===== config.mk =====
export PLATFORM = sky130hd
export DESIGN_NAME = uart_transmitter
export DESIGN_NICKNAME = d
export VERILOG_FILES = /design/src/rtl/uart_transmitter.sv
export SDC_FILE = /design/constraint.sdc
export NUM_CORES = 1
export LEC_CHECK = 0
export ABC_AREA = 1
export CAP_MARGIN = 25
export CORE_ASPECT_RATIO = 1.4
export CORE_MARGIN = 2
export CORE_UTILIZATION = 45
export DETAILED_ROUTE_END_ITERATION = 16
export GPL_ROUTABILITY_DRIVEN = 1
export PLACE_DENSITY = 0.65
export SYNTH_ARGS = -nofsm -noshare
export SYNTH_HDL_FRONTEND = slang
export SYNTH_SLANG_ARGS = --single-unit

===== constraint.sdc =====
create_clock -name Baud_Clk -period 2.2 [get_ports Baud_Clk]
set_input_delay 0.33 -clock Baud_Clk [delete_from_list [all_inputs] [get_ports Baud_Clk]]
set_output_delay 0.33 -clock Baud_Clk [all_outputs]
set_load 0.05 [all_outputs]

===== src/rtl/uart_transmitter.sv =====
// rtl/uart_transmitter.sv - UART frame serializer (start, data LSB first, parity, stop) with one-word holding register
module uart_transmitter #(
    parameter int DATA_WIDTH = 32,
    parameter bit PARITY_ODD = 1'b0
) (
    input  logic                  Baud_Clk,
    input  logic                  Reset,
    input  logic                  Tx_Start,
    input  logic [DATA_WIDTH-1:0] Tx_DataIn,
    output logic                  Tx_Out,
    output logic                  Tx_Ready,
    output logic                  Tx_Busy,
    output logic                  Tx_Done
);
    localparam int CW = (DATA_WIDTH > 1) ? $clog2(DATA_WIDTH) : 1;
    localparam logic [CW-1:0] LAST_BIT = CW'(DATA_WIDTH - 1);

    typedef enum logic [2:0] {
        IDLE,
        START,
        DATA,
        PARITY,
        STOP
    } state_e;

    state_e                state_q, state_d;
    logic [DATA_WIDTH-1:0] shift_q, shift_d;
    logic [DATA_WIDTH-1:0] hold_q, hold_d;
    logic                  hold_v_q, hold_v_d;
    logic                  parity_q, parity_d;
    logic                  tx_out_q, tx_out_d;
    logic [CW-1:0]         cnt_q, cnt_d;
    logic                  accept;
    logic                  direct_ok;
    logic                  load_en;
    logic [DATA_WIDTH-1:0] load_word;

    always_comb begin
        state_d   = state_q;
        shift_d   = shift_q;
        hold_d    = hold_q;
        hold_v_d  = hold_v_q;
        parity_d  = parity_q;
        cnt_d     = cnt_q;
        load_en   = 1'b0;
        load_word = Tx_DataIn;
        accept    = Tx_Start && !hold_v_q;
        direct_ok = (state_q == IDLE) || ((state_q == STOP) && !hold_v_q);

        if (accept && !direct_ok) begin
            hold_d   = Tx_DataIn;
            hold_v_d = 1'b1;
        end

        case (state_q)
            IDLE: begin
                if (accept) begin
                    load_en = 1'b1;
                end
            end
            START: begin
                state_d = DATA;
            end
            DATA: begin
                shift_d = shift_q >> 1;
                cnt_d   = cnt_q + 1'b1;
                if (cnt_q == LAST_BIT) begin
                    state_d = PARITY;
                end
            end
            PARITY: begin
                state_d = STOP;
            end
            STOP: begin
                // A queued word wins; a direct write can only land when the holding register is empty.
                if (hold_v_q) begin
                    load_en   = 1'b1;
                    load_word = hold_q;
                    hold_v_d  = 1'b0;
                end else if (accept) begin
                    load_en = 1'b1;
                end else begin
                    state_d = IDLE;
                end
            end
            default: begin
                state_d = IDLE;
            end
        endcase

        if (load_en) begin
            shift_d  = load_word;
            parity_d = (^load_word) ^ PARITY_ODD;
            cnt_d    = '0;
            state_d  = START;
        end

        // Line level follows the next state so it changes exactly on state edges.
        case (state_d)
            START:   tx_out_d = 1'b0;
            DATA:    tx_out_d = shift_d[0];
            PARITY:  tx_out_d = parity_d;
            default: tx_out_d = 1'b1;
        endcase
    end

    always_ff @(posedge Baud_Clk) begin
        if (Reset) begin
            state_q  <= IDLE;
            shift_q  <= '0;
            hold_q   <= '0;
            hold_v_q <= 1'b0;
            parity_q <= 1'b0;
            cnt_q    <= '0;
            tx_out_q <= 1'b1;
        end else begin
            state_q  <= state_d;
            shift_q  <= shift_d;
            hold_q   <= hold_d;
            hold_v_q <= hold_v_d;
            parity_q <= parity_d;
            cnt_q    <= cnt_d;
            tx_out_q <= tx_out_d;
        end
    end

    assign Tx_Out   = tx_out_q;
    assign Tx_Ready = !hold_v_q;
    assign Tx_Busy  = (state_q != IDLE);
    assign Tx_Done  = (state_q == STOP);

endmodule


==> out/qor.txt <==
post-synth cell types - 32
initial antenna violation count - 0
Placed Instances - 1021
worst slew pin tran - 0.4949 ns
Peak VDD IR - 0.0004252 V
synth top area cells - dfxtp_1 (31%), nand2_1 (31%), inv_1 (6.4%), o21ai_0 (6.1%), a21oi_1 (4.9%)
Hold Path Depth - 2
area leader, netlist - dfxtp_1
FP Rows - 44
HPWL after detailed placement - 8.691 mm
aggregate routed wire length - 13.37 mm
power per standard cell area - 667.0 nW/um2
minimum clock period - 2.043 ns
Syn Nets - 874
Leak Pwr - 3.027 nW
EDFF count, synth - 0
die height - 126.1 um
most frequent CP cell - nand2_1
Antenna diodes - 0
share of cells above drive strength 1 - 15.55%
pin count of the biggest net entering global routing - 58
Routed WL per cell - 12.72 um
crit path from - state_q[0]
family with the most delay on the worst path - simple AND/OR/NAND/NOR gates
DRC Markers - 0
final-stage net count - 945
Layout Cells excl Fill - 1051
r2r startpoint - state_q[0]
Max clock buf depth - 2
hold_sp - hold_q[9]
PortBufs - 38
final hold vios - 0
Total GRT Usage - 22.27%
Worst slew margin - 66.90%
I/O pin count - 39
CTS tree - yes
Setup TNS - 0 ns
Most used DFF post-synth - dfxtp_1
CP Class - reg -> reg
Hold Buf Count CTS - 0
Setup crit end kind - flip-flop
Worst EP arrival - 2.27 ns
grt ovf - 0
Area Growth Syn to Fin - 29.40%
Critical Path Fanout Max - 6
instance count on the critical path - 20
Initial Util - 46.26%
Hold WC Path Type - reg -> reg
Mapped Cells - 837
Seq/Total Area, Yosys - 31.36%
worst skew pair latency - 0.34 ns
status - complete, no violations
FILL cells - 1038
Yosys Warn Count - 0
Worst R2R Path Depth - 20
WP buf/inv - 3
Max Cap Viol - 0
utilization after layout - 59.86%
clock skew - 0.004683 ns
register bit total from synthesis - 75
Synth top area share - 31.36%
count of clock tree sinks - 75
drt first pass iters - 6
total number of vias - 5293
cells along the critical path - inv_4, nand2_4, nor2_4, buf_12, buf_12, nand2_1, nand2_2, nand2_1, nand2_1, nand2_1, nand2_1, nand2_1, nand2_2, nand2_1, nand2_1, nand2_1, nand2_1, nand2_1, nand3_1, nand2_1
CP startpoint kind - flip-flop
die area - 11490 um2
Required @ worst endpoint - 2.43 ns
largest stage delay on the critical path - 0.37 ns
first-pass GRT wire length - 21.09 mm
Final Max Tran Viols - 0
slowest CP cell - dfxtp_4
clock tree root buffer cell - clkbuf_16
routability cong. - 0.8226
initial DRC count - 304
core outline area - 10350 um2
Avg Inst Size Synth - 5.721 um2
f_max - 489.4 MHz
vias in the first global route - 4698
Final Setup Violations - 0
Period Utilization, post-route - 92.88%
DIE WIDTH - 91.18 um
clock-pin transition on the worst setup and hold timing paths - 0.06 ns
CTS Buf Count - 9
ys async rst share - 0%
Mapped Area - 4788 um2
Routed Antenna Nets - 0
via/cell ratio - 5.036
Max H-tree Level - 3
per-stage QoR:
stage	power (W)	hold WS (ns)	cell area, um2	worst slack (ns)
finish	0.004133	0.4457	6196	0.1565
global route	0.004377	0.4590	6196	-0.02221
CTS	0.004068	0.4458	5833	0.03971
detailed placement	0.002693	0.4360	5562	-0.05452
global placement	0.002666	0.4330	5562	-0.01810
floorplan	0.002333	0.4239	4788	0.2824
cell type report:
type	instances	area [um2]	share of cell area, %
Multi-Input combinational cell	633	2865	46.24
Sequential cell	75	1511	24.39
Timing Repair Buffer	104	1054	17.00
Inverter	85	321.6	5.190
Clock buffer	11	242.7	3.918
Tap cell	138	172.7	2.787
Clock inverter	5	28.78	0.4645
timing repair:
action                     4_1_cts  5_1_grt
setup endpoints to repair        0        2
hold endpoints to repair         0        0
resized for setup                0       66
setup buffers                    0        8
cell usage in the layout (no fill, tap or decap), types with 20 or more instances in the layout:
cell type and count:
nand2_2 35, buf_4 54, o21ai_1 20, nor2_1 59, o21ai_0 51, a21oi_1 47
inv_1 78, nand2_1 362, dfxtp_1 71, clkdlybuf4s50_1 36
state kept, by name (all words and copies together) (netlist names):
signal    cells
parity_q      1
cnt_q         5
Tx_Out        1
shift_q      32
state_q       3
hold_v_q      1
hold_q       32
worst paths after layout:
kind                    end  slack, ns
hold / removal    hold_q[9]       0.45
hold reg to reg   hold_q[9]       0.45
setup reg to reg     Tx_Out       0.16
setup / recovery     Tx_Out       0.16
synth_stat cells, drive strengths merged (3+ instances only):
cell	number
a21oi	47
a221oi	14
a22oi	10
a31oi	5
buf	27
clkbuf	17
dfxtp	75
inv	84
nand2	399
nand3	4
nor2	61
nor3	3
o21ai	77
worst min-delay path: stages, from the launching register on:
cell	delay, ns
dfxtp_1	0.31
inv_1	0.04
a21oi_1	0.05
report_power, final:
| part | internal, W | total [W] | switching, W | leakage (nW) |
|---|---|---|---|---|
| Clock | 0.000789 | 0.00138 | 0.000587 | 0.139 |
| Combinational | 0.000476 | 0.00117 | 0.000697 | 2.27 |
| Sequential | 0.00151 | 0.00158 | 0.0000767 | 0.617 |
| Total | 0.00277 | 0.00413 | 0.00136 | 3.03 |
per-layer routing:
metal | vias to the layer above | GRT usage (%) | wire, um
met4 | 0 | 8.467 | 259
li1 | 2763 | - | -
met3 | 22 | 2.931 | 676
met2 | 136 | 37.52 | 6382
met1 | 2372 | 28.96 | 6047
met5 | - | 0 | 0
kinds of logic (layout without fill, tap and decap cells):
family                   count (synthesis)  in the layout  share of synthesized area, %
buffers and inverters                  129            205                         11.63
flip-flops                              75             75                         31.36
XOR/XNOR                                 2              2                        0.3659
AND/OR/NAND/NOR                        472            472                         37.78
AO/OA/AOI/OAI                          157            157                         18.34
adder cells (fa/ha/maj)                  2              2                        0.5225
Power figures use the tool's default switching activity.
==> edit 1 (same flow settings) <==
Set the parameter `PARITY_ODD` to 1'b1 (it was 1'b0).
--- a/src/rtl/uart_transmitter.sv
+++ b/src/rtl/uart_transmitter.sv
@@ -2,5 +2,5 @@
 module uart_transmitter #(
     parameter int DATA_WIDTH = 32,
-    parameter bit PARITY_ODD = 1'b0
+    parameter bit PARITY_ODD = 1'b1
 ) (
     input  logic                  Baud_Clk,
Formal check against the unedited RTL: same outputs for any inputs over 10 cycles, from zero or initial values and one cycle with Reset high; that may be too few to reach the edited logic, so the function may still have changed.
==> edit 1 against the original RTL <==
- setup slack got worse by 67 ps
- design area decreased by 0.79%
- wire length fell by 2.2%
- largest power group unchanged
- maximum frequency fell by 3.2%
- total power is 4.3% higher
- area after synthesis is 1.0% lower
- sequential cell count did not move
- final cell count decreased by 4.8%
- synthesized cell count is 6.1% lower
==> edit 1: results (changes against the original RTL) <==
The total wire length after detailed routing is 13070 microns (was 13370 microns). The flow ran to the end, and the final reports show no timing, DRC or antenna violations. The logs give 8260 microns (was 8691 microns) for the HPWL after detailed placement and 65 (was 58) for the pin count of the biggest net entering global routing. The tools report the post-synthesis cell type count as 33 (was 32). The worst setup path endpoint is parity_q (was Tx_Out). The wire length on met1 is 5697 microns (was 6047 microns), and the depth of the most critical reg-to-reg path is 22 (was 20).

The DRC violation total after the first TritonRoute iteration came out at 322 (was 304). The worst clock skew on the final layout is 8.286 ps (was 4.683 ps), and the ratio of routed vias to standard cells is 5.022 (was 5.036). The pre-CTS worst setup slack was -104.6 ps (was -54.52 ps).

The run gives 958 (was 1038) as the total of fill cells in the finished design. The fraction of met2 tracks used by global routing came out at 37.49% (was 37.52%). The setup slack of the most critical reg-to-reg path came out at 90 ps (was 160 ps). The leakage power summed over all cells was 2.908 nW (was 3.027 nW).

The layout cell share with drive strength beyond 1 is 18.31% (was 15.55%), and the actual transition at the worst max-transition pin is 552.7 ps (was 494.9 ps). For the routed wire length on met3, the log shows 436 microns (was 676 microns). For the full die area, the log shows 11380 sq um (was 11490 sq um). The number of nets in the final layout came out at 895 (was 945). The global routing usage on met1 is 25.51% (was 28.96%). The tools report the placed cell count as 967 (was 1021).

Ranking of synthesized cells by area: sky130_fd_sc_hd__dfxtp_1 (32%), sky130_fd_sc_hd__nand2_1 (26%), sky130_fd_sc_hd__inv_1 (6.7%), sky130_fd_sc_hd__o21ai_0 (6.4%), sky130_fd_sc_hd__a21oi_1 (5.2%) (was sky130_fd_sc_hd__dfxtp_1 (31%), sky130_fd_sc_hd__nand2_1 (31%), sky130_fd_sc_hd__inv_1 (6.4%), sky130_fd_sc_hd__o21ai_0 (6.1%), sky130_fd_sc_hd__a21oi_1 (4.9%)). The post-placement cell area is 5440 sq um (was 5562 sq um). The sequential area share after synthesis came out at 31.69% (was 31.36%).

The run gives 786 (was 837) as the synthesized netlist cell count. The run gives 0.8299 (was 0.8226) as the global placement routability congestion. The met2 wire length was 6691 microns (was 6382 microns); the combined global-route utilization of all metal layers was 20.91% (was 22.27%). The first-pass GRT wire length is 19430 microns (was 21090 microns).

The net count after synthesis was 823 (was 874); the arrival time of data at the critical path endpoint was 2340 ps (was 2270 ps).
==> edit 1: cell count changes in the layout (fill, tap and decap cells not counted), sizes merged, moves of 2 or more <==
cell	before	now
clkbuf	16	19
inv	84	94
o21ai	77	86
a21oi	47	49
buf	63	60
clkinv	6	0
nand2	399	336
a221oi	14	12
a31oi	5	7
clkinvlp	0	2
nor2	61	54
==> edit 1: area by class of cell <==
type	count	area, sq um	area share, %
sequential	75	1516	24.67
tap	138	172.7	2.809
multi-input combinational	576	2714	44.15
timing repair buffer	102	1069	17.38
clock inverter	3	45.04	0.7327
inverter	94	360.3	5.862
clock buffer	13	270.3	4.396
==> edit 1: report_power, final <==
group          switching, mW  leakage, nW  internal [mW]  total, mW
Sequential            0.0801        0.618           1.51       1.59
Combinational          0.695         2.14          0.474       1.17
Clock                  0.583        0.148          0.972       1.55
Total                   1.36         2.91           2.95       4.31
==> edit 1: worst min path at each step <==
stage	start	to	slack, ps	cells after the start
2_1_floorplan	hold_q[23]	hold_q[23]	420	2
3_3_place_gp	hold_q[7]	hold_q[7]	430	2
3_5_place_dp	hold_q[7]	hold_q[7]	430	2
4_1_cts	hold_q[7]	hold_q[7]	440	2
5_1_grt	hold_q[7]	hold_q[7]	460	2
6_report	hold_q[9]	hold_q[9]	440	2
==> edit 1: cell families (layout without fill, tap and decap cells) <==
group                    Yosys count  count (layout)  synth area share (%)
AND/OR/NAND/NOR                  404             404                 33.69
AO/OA/AOI/OAI                    168             168                 20.15
buffers and inverters            135             212                 13.57
flip-flops                        75              75                 31.69
adder cells (fa/ha/maj)            2               2                0.5280
XOR/XNOR                           2               2                0.3698
==> edit 1: timing repair <==
action	4_1_cts	5_1_grt
setup buffers	0	11
endpoints found under the hold margin	0	0
gates resized for setup	0	61
setup endpoints to repair	0	2
hold buffers	0	0
==> edit 2 (same flow settings) <==
Made on the original files. Take the reset off `shift_q` and `hold_q` and load them in a clocked block of their own.
--- a/src/rtl/uart_transmitter.sv
+++ b/src/rtl/uart_transmitter.sv
@@ -108,6 +108,4 @@
         if (Reset) begin
             state_q  <= IDLE;
-            shift_q  <= '0;
-            hold_q   <= '0;
             hold_v_q <= 1'b0;
             parity_q <= 1'b0;
@@ -116,6 +114,4 @@
         end else begin
             state_q  <= state_d;
-            shift_q  <= shift_d;
-            hold_q   <= hold_d;
             hold_v_q <= hold_v_d;
             parity_q <= parity_d;
@@ -123,4 +119,9 @@
             tx_out_q <= tx_out_d;
         end
+    end
+
+    always_ff @(posedge Baud_Clk) begin
+        shift_q <= shift_d;
+        hold_q  <= hold_d;
     end
 
Function: no difference found for any inputs over 10 cycles, from zero or initial values and one cycle with Reset high; that may be too few to reach the edited logic, so the function may still have changed.
==> edit 2 against the original RTL <==
- setup slack got worse by 61 ps
- sequential cell count is the same
- wire length is 0.25% higher
- design area is 3.4% higher
- area after synthesis shrank 0.89%
- total power rose by 7.1%
- critical endpoint is now Tx_Busy
==> edit 2: results (changes against the original RTL) <==
Worst setup path startpoint: state_q[1] (was state_q[0]). The worst hold path startpoint is cnt_q[4] (was hold_q[9]). The run gives 8002 microns (was 8691 microns) as the HPWL after detailed placement. The run gives 4743 (was 5293) as the number of vias after detailed routing. The layout cell share with drive strength beyond 1 is 20.03% (was 15.55%), and the total of fill cells in the finished design is 940 (was 1038).

The run finished with clean final reports. The slowest cell on the critical path is sky130_fd_sc_hd__clkdlybuf4s50_1 (was sky130_fd_sc_hd__dfxtp_4). The net count after synthesis was 746 (was 874). For the leakage power summed over all cells, the log shows 3.117 nW (was 3.027 nW). The peak clock frequency supported by timing was 475.1 MHz (was 489.4 MHz). The tools report the placed cell count as 899 (was 1021).

The post-synthesis cell type count came out at 25 (was 32). The DRC violation total after the first TritonRoute iteration is 281 (was 304). Top flip-flop cell by instance count after synthesis: sky130_fd_sc_hd__edfxtp_1 (was sky130_fd_sc_hd__dfxtp_1). The combined global-route utilization of all metal layers was 20.98% (was 22.27%); the stage delay of the slowest cell on the critical path was 800 ps (was 370 ps).

The chip width is 90.79 microns (was 91.18 microns), and the worst-path maximum fanout is 4 (was 6). The logs give 62 (was 58) for the pin count of the biggest net entering global routing and 4412 (was 4698) for the via count of the first global-routing pass. The post-placement cell area was 5507 sq um (was 5562 sq um). The fraction of the mapped netlist area in adder cells works out to 0.5273% (was 0.5226%). The worst clock skew on the final layout came out at 11.57 ps (was 4.683 ps).

The worst setup path endpoint was Tx_Busy (was Tx_Out). The endpoint of the worst hold path was cnt_q[4] (was hold_q[9]). Wire length on met1: 5302 microns (was 6047 microns). The tools report the arrival time of data at the critical path endpoint as 1770 ps (was 2270 ps).

The tools report the pre-CTS worst setup slack as -90.48 ps (was -54.52 ps). The compound-gate portion of the synthesized area came out at 8.305% (was 18.34%).
-- edit 2: cell types whose count changed after synthesis, moves of 27 or more --
cell,unedited run,this run
sky130_fd_sc_hd__dfxtp_1,75,12
sky130_fd_sc_hd__edfxtp_1,0,63
sky130_fd_sc_hd__a21oi_1,47,7
sky130_fd_sc_hd__nand2_1,397,434
sky130_fd_sc_hd__nor2_1,59,23
sky130_fd_sc_hd__o21ai_0,58,25
sky130_fd_sc_hd__inv_1,82,55
-- edit 2: logic make-up (layout without fill, tap and decap cells) --
group | count (synthesis) | in the layout
adders and majority gates | 2 | 2
buffers and inverters | 90 | 179
and+or+nand+nor | 467 | 468
DFF | 75 | 75
AOI/OAI and AO/OA | 74 | 74
xor gates and xnor gates | 1 | 1
-- edit 2: what timing repair did --
item                       CTS  global route
resized for setup            0            96
setup endpoints to repair    0             2
hold buffers                 0             0
buffers inserted             0            11
-- edit 2: per-layer routing --
metal | track usage (%) | vias to the layer above
li1 | - | 2384
met1 | 22.99 | 2196
met2 | 39.33 | 125
met3 | 2.590 | 38
met4 | 10.61 | 0
met5 | 0 | -
-- edit 2: stage by stage --
stage,utilization (%),hold slack (ps)
2_1_floorplan,-,399.1
6_report,61.91,473.0
5_1_grt,61.91,504.4
3_3_place_gp,53.20,453.5
4_1_cts,56.15,475.6
3_5_place_dp,53.20,466.0
-- edit 2: power breakdown --
part	internal, mW	switching (mW)
combinational	0.391	0.675
sequential	1.78	0.0652
clock	0.899	0.613
total	3.07	1.35
-- edit 2: final cells by class --
cell class                 instances  area (sq um)  share of cell area [%]
tap                              138         172.7                   2.695
clock buffer                      11         275.3                   4.296
clock inverter                     5         30.03                  0.4687
sequential                        75          2145                   33.47
inverter                          63         241.5                   3.769
timing repair buffer             100          1032                   16.11
multi-input combinational        545          2511                   39.19
